`config.mk`:
```
export PLATFORM = sky130hd
export DESIGN_NAME = fetch_unit_flat
export DESIGN_NICKNAME = d
export VERILOG_FILES = /design/src/rtl/fetch_unit_if.sv /design/src/rtl/fetch_unit.sv /design/src/flat_wrapper.sv
export SDC_FILE = /design/constraint.sdc
export NUM_CORES = 1
export LEC_CHECK = 0
export ABC_AREA = 1
export CORE_MARGIN = 1.5
export CORE_UTILIZATION = 48
export CTS_CLUSTER_DIAMETER = 120
export DETAILED_ROUTE_END_ITERATION = 10
export PLACE_DENSITY = 0.84
export SYNTH_ARGS = -nofsm -noshare
export SYNTH_HDL_FRONTEND = slang
export SYNTH_SLANG_ARGS = --single-unit
```
`constraint.sdc`:
```
create_clock -name clk -period 3.8 [get_ports clk]
set_input_delay 0.38 -clock clk [delete_from_list [all_inputs] [get_ports clk]]
set_output_delay 0.38 -clock clk [all_outputs]
set_load 0.03 [all_outputs]
```
`src/rtl/fetch_unit_if.sv`:
```
// Instruction-memory read port shared by the fetch unit (master) and the memory (slave).
interface fetch_unit_if #(
  parameter int unsigned IMEM_AW = 8
) ();
  logic               imem_req;
  logic [IMEM_AW-1:0] imem_addr;
  logic [31:0]        imem_rdata;
  logic               imem_ack;

  modport master (output imem_req, output imem_addr, input imem_rdata, input imem_ack);
  modport slave  (input imem_req, input imem_addr, output imem_rdata, output imem_ack);
endinterface

```
`src/rtl/fetch_unit.sv`:
```
// Multicycle-CPU fetch stage: PC register, next-PC selection and IDLE/WAIT instruction fetch.
// Optional macro PC_BOUND_CHECK_EN adds a sticky fault for misaligned / out-of-range PC updates.
module fetch_unit #(
  parameter logic [31:0] RESET_PC = 32'h0000_0000,
  parameter int unsigned IMEM_AW  = 8
) (
  input  logic        clk,
  input  logic        rst,
  input  logic        irwrite,
  input  logic        halt,
  input  logic        branch_eq,
  input  logic        branch_ne,
  input  logic        branch_ltz,
  input  logic        jump,
  input  logic        jump_register,
  input  logic        zero,
  input  logic [31:0] rs_data,
  fetch_unit_if.master imem,
  output logic [31:0] instr,
  output logic [5:0]  opcode,
  output logic [31:0] pc,
  output logic [31:0] pc_plus4,
  output logic        stall,
  output logic        fault
);

  typedef enum logic {IDLE, WAIT} state_t;

  state_t      state;
  logic        fetch_start;
  logic        pc_update;
  logic        branch_taken;
  logic [31:0] branch_off;
  logic [31:0] next_pc;

  assign pc_plus4 = pc + 32'd4;
  assign opcode   = instr[31:26];

  // A fault blocks new fetches; reset overrides any in-flight request.
  assign fetch_start = (state == IDLE) && irwrite && !fault;
  assign pc_update   = !halt && (state == IDLE) && !irwrite;
  assign stall       = !rst && ((state == WAIT) || fetch_start);

  assign imem.imem_req  = stall;
  assign imem.imem_addr = pc[IMEM_AW+1:2];

  assign branch_taken = (branch_eq & zero) | (branch_ne & ~zero) | (branch_ltz & rs_data[31]);
  assign branch_off   = {{14{instr[15]}}, instr[15:0], 2'b00};

  always_comb begin
    next_pc = pc_plus4;
    if (jump_register)     next_pc = rs_data;
    else if (jump)         next_pc = {pc_plus4[31:28], instr[25:0], 2'b00};
    else if (branch_taken) next_pc = pc_plus4 + branch_off;
  end

`ifdef PC_BOUND_CHECK_EN
  localparam logic [32:0] PC_LIMIT = 33'(33'd4 << IMEM_AW);

  logic fault_q;
  logic pc_bad;

  assign pc_bad = (next_pc[1:0] != 2'b00) || ({1'b0, next_pc} >= PC_LIMIT);
  assign fault  = fault_q;
`else
  assign fault  = 1'b0;
`endif

  always_ff @(posedge clk) begin
    if (rst) begin
      state <= IDLE;
      pc    <= RESET_PC;
      instr <= '0;
`ifdef PC_BOUND_CHECK_EN
      fault_q <= 1'b0;
`endif
    end else begin
      case (state)
        IDLE:    if (fetch_start) state <= WAIT;
        WAIT: begin
          if (imem.imem_ack) begin
            instr <= imem.imem_rdata;
            state <= IDLE;
          end
        end
        default: state <= IDLE;
      endcase

      if (pc_update) begin
`ifdef PC_BOUND_CHECK_EN
        if (pc_bad) fault_q <= 1'b1;
        else        pc      <= next_pc;
`else
        pc <= next_pc;
`endif
      end
    end
  end

endmodule

```
`src/flat_wrapper.sv`:
```
// flat-port wrapper written by rule: the top's interface ports become plain ports
module fetch_unit_flat 
#(
  parameter logic [31:0] RESET_PC = 32'h0000_0000,
  parameter int unsigned IMEM_AW  = 8
)
  (clk, rst, irwrite, halt, branch_eq, branch_ne, branch_ltz, jump, jump_register, zero, rs_data, instr, opcode, pc, pc_plus4, stall, fault, imem_imem_req, imem_imem_addr, imem_imem_rdata, imem_imem_ack);
  fetch_unit_if #(.IMEM_AW(IMEM_AW)) imem_i ();
  input  logic clk;
  input  logic rst;
  input  logic irwrite;
  input  logic halt;
  input  logic branch_eq;
  input  logic branch_ne;
  input  logic branch_ltz;
  input  logic jump;
  input  logic jump_register;
  input  logic zero;
  input  logic [31:0] rs_data;
  output logic [31:0] instr;
  output logic [5:0] opcode;
  output logic [31:0] pc;
  output logic [31:0] pc_plus4;
  output logic stall;
  output logic fault;
  output wire logic [$bits(imem_i.imem_req)-1:0] imem_imem_req;
  output wire logic [$bits(imem_i.imem_addr)-1:0] imem_imem_addr;
  input wire logic [$bits(imem_i.imem_rdata)-1:0] imem_imem_rdata;
  input wire logic [$bits(imem_i.imem_ack)-1:0] imem_imem_ack;
  assign imem_imem_req = imem_i.imem_req;
  assign imem_imem_addr = imem_i.imem_addr;
  assign imem_i.imem_rdata = imem_imem_rdata;
  assign imem_i.imem_ack = imem_imem_ack;
  fetch_unit #(.RESET_PC(RESET_PC), .IMEM_AW(IMEM_AW)) u_core (.clk(clk), .rst(rst), .irwrite(irwrite), .halt(halt), .branch_eq(branch_eq), .branch_ne(branch_ne), .branch_ltz(branch_ltz), .jump(jump), .jump_register(jump_register), .zero(zero), .rs_data(rs_data), .imem(imem_i), .instr(instr), .opcode(opcode), .pc(pc), .pc_plus4(pc_plus4), .stall(stall), .fault(fault));
endmodule
```
==> run summary <==
HP Start - u_core.pc[0]$_SDFFE_PP0P_
Fmax - 282.8 MHz
Post-synth top flop - dfxtp_1
Initial Utilization - 0.4876
Worst path top cell family by delay - compound AO/OA/AOI/OAI gates
Core area - 12520 sq um
1st-iter DRT viols - 691
R2R setup slack - 260 ps
Synth area leaders - dfxtp_1 (21%), nand2_1 (17%), nor2_1 (9.6%), inv_1 (8.5%), ha_1 (7.4%)
Hold Path Class - flop to flop
Count leader, synth - nand2_1
Syn avg cell area - 5.846 sq um
Largest net degree at the start of global routing - 37
Routed vias - 7531
Clk Latency, worst-skew pair - 340 ps
Dpl hpwl - 18840 um
Worst slew pin tran - 964.1 ps
Drt total wl - 23610 um
Crit path capture type - flop
Setup_tns - 0 ps
Root buf cell - clkbuf_16
Slowest cell on crit path - dfxtp_1
Slowest stage delay, CP - 410 ps
Vias in the first global route - 6785
CTS tree - done
Fin Clk Skew - 9.782 ps
Crit path DAT - 3810 ps
Worst EP required - 4070 ps
Post-Syn Nets - 1156
Clock-pin slew on the worst setup and hold paths - 60 ps
#FFs+latches synth - 65
Yosys warns - 0
GR Util All Layers - 0.3493
DRC viols - 0
GRT met1 Usage - 0.4440
First-pass GRT wire length - 35830 um
Hold Path Depth - 2
Post-synthesis sequential area ratio - 0.2132
Syn-to-layout area delta - 38.05%
Pwr/cell area - 284.8 nW/um^2
Die Area - 13400 sq um
GR Layer Usage met3 - 0.07479
RSZ-0062 raised after global routing - false
Nets - 1327
Top cell type's share of synthesized area - 0.2132
Fin area - 8426 sq um
P_leak - 3.857 nW
Mapped Area - 6103 sq um
DP Area - 8066 sq um
Crit Path Class - flop to flop
Die height - 115.8 um
Outcome - completed
Most Crowded Layer GR - met2
Synthesized instance count - 1044
Row cnt - 41
Worst ir drop on vdd - 278.5 uV
Worst r2r src - u_core.pc[3]$_SDFFE_PP0P_
DR WL/cell - 16.96 um
CTS buffer count - 9
Relative slew slack - 0.3564
H-tree Lvls - 3
Via/cell ratio - 5.410
Die Wd - 115.8 um
IO Pins - 188
Gr ovfl total - 0
Max Slew Vio Count - 0
Clk sinks - 65
FF-to-FF End - u_core.pc[15]$_SDFFE_PP0P_
Number of max-cap violations - 0
R2r worst-path depth - 15
Layout cells sized above 1 - 0.05820
EDFF count, synth - 0
Yosys top cell by area - dfxtp_1
Final Wtd Congestion - 1.055
CP Cell Sequence - ha_1 -> nand3_1 -> nor2_2 -> inv_2 -> nor3_4 -> xnor2_1 -> inv_1 -> ha_1 -> a21oi_1 -> nand2_1 -> a21oi_1 -> nand2_1 -> o21ai_0 -> o211ai_1 -> a21oi_1
Period utilization - 0.9305
Netlist cell types - 46
Min Tclk post-route - 3536 ps
Initial antenna violation count - 0
Async SR Flop Fraction - 0
Buf/Inv on CP - 2
Antenna fix cells - 0
CP startpoint kind - flop
Hold Violations, Final - 0
Initial DRT Pass Iterations - 6
IO Port Bufs - 186
Met2 Usage GRT - 0.5624
Clk buf depth - 2
Synth top cells by count - nand2_1 (281), nor2_1 (156), inv_1 (139), a21oi_1 (75), o21ai_0 (74)
Hold endpoint - u_core.pc[0]$_SDFFE_PP0P_
Crit path top cell by count - a21oi_1
Post-DRT Antenna Nets - 0
CP Max Fanout - 5
Final setup viols - 0
==> stage by stage <==
step	worst slack, ps	std cells	util	hold slack (ps)	power [mW]
global placement	149.7	1374	0.6444	471.8	1.512
CTS	57.46	1390	0.6693	485.6	2.387
detailed placement	157.5	1374	0.6444	475.9	1.515
finish	264.2	1392	0.6731	484.3	2.400
global route	1.509	1392	0.6731	505.9	2.498
floorplan	300.1	1044	-	523.8	1.200
==> power by group <==
group          internal [mW]  switching [mW]  total [mW]
Combinational          0.300           0.436       0.737
Sequential             0.722          0.0616       0.783
Clock                  0.534           0.346       0.880
Total                   1.56           0.844        2.40
==> worst reg2reg max path, cell delays in order (launching register included) <==
cell and delay (ps):
dfxtp_1 410, ha_1 230, nand3_1 220, nor2_2 180, inv_2 90, nor3_4 240, xnor2_1 250, inv_1 140
ha_1 360, a21oi_1 220, nand2_1 110, a21oi_1 130, nand2_1 150, o21ai_0 380, o211ai_1 210, a21oi_1 170
==> logic make-up after synthesis <==
kind of cell               Yosys count  synth area share
xor gates and xnor gates            25           0.03833
DFF                                 65            0.2132
buffers and inverters              189            0.1283
AOI/OAI and AO/OA                  189            0.1716
and+or+nand+nor                    538            0.3709
adders and majority gates           37           0.07708
other                                1         0.0006144
==> layout by cell type, fill, tap and decap left out, types with 5 or more instances in the layout <==
| master | synthesis | layout |
|---|---|---|
| nand2_1 | 281 | 281 |
| clkdlybuf4s50_1 | 0 | 186 |
| nor2_1 | 156 | 154 |
| inv_1 | 139 | 139 |
| o21ai_0 | 74 | 74 |
| a21oi_1 | 75 | 74 |
| dfxtp_1 | 65 | 65 |
| nand3_1 | 49 | 49 |
| ha_1 | 36 | 36 |
| buf_4 | 18 | 19 |
| xor2_1 | 17 | 15 |
| nor3_1 | 13 | 12 |
| clkbuf_16 | 0 | 9 |
| o211ai_1 | 8 | 8 |
| nand3b_1 | 7 | 7 |
| nand4_1 | 6 | 6 |
| xnor2_1 | 6 | 6 |
| nand2_2 | 5 | 5 |
| o21bai_1 | 6 | 5 |
| a31oi_1 | 5 | 5 |
==> sequential cells by signal, indices dropped and copies added (netlist names) <==
name and count:
u_core.instr 32, u_core.pc 32, u_core.state 1
==> layer usage <==
| layer | vias up | part of all wire |
|---|---|---|
| met1 | 3371 | 0.41 |
| met2 | 418 | 0.45 |
| met5 | - | 0 |
| met3 | 76 | 0.096 |
| li1 | 3666 | - |
| met4 | 0 | 0.045 |
==> repair_timing <==
| item | in CTS | in global routing |
|---|---|---|
| resized for setup | 0 | 7 |
| buffers inserted | 0 | 2 |
| hold buffers | 0 | 0 |
| setup endpoints to repair | 0 | 15 |
==> final cells by class <==
cell class	instances	area (sq um)
repair buffers	205	2004
multi-input cells	790	4051
flip-flops and latches	65	1301
well taps	172	215.2
clock inverters	6	72.57
clock buffers	10	239.0
inverters	144	541.8
fillers	1187	4091
==> how the worst max path moves through the flow <==
stage,startpoint,end,slack (ps),depth (start not counted)
global placement,u_core.pc[3]$_SDFFE_PP0P_,u_core.pc[29]$_SDFFE_PP0P_,150,20
floorplan,u_core.pc[2]$_SDFFE_PP0P_,u_core.pc[29]$_SDFFE_PP0P_,300,19
detailed placement,u_core.pc[3]$_SDFFE_PP0P_,u_core.pc[29]$_SDFFE_PP0P_,160,20
finish,u_core.pc[3]$_SDFFE_PP0P_,u_core.pc[15]$_SDFFE_PP0P_,260,15
CTS,u_core.pc[3]$_SDFFE_PP0P_,u_core.pc[29]$_SDFFE_PP0P_,60,20
global route,u_core.pc[3]$_SDFFE_PP0P_,u_core.pc[29]$_SDFFE_PP0P_,2,19
Note: power is estimated with default switching activity, not from simulation.
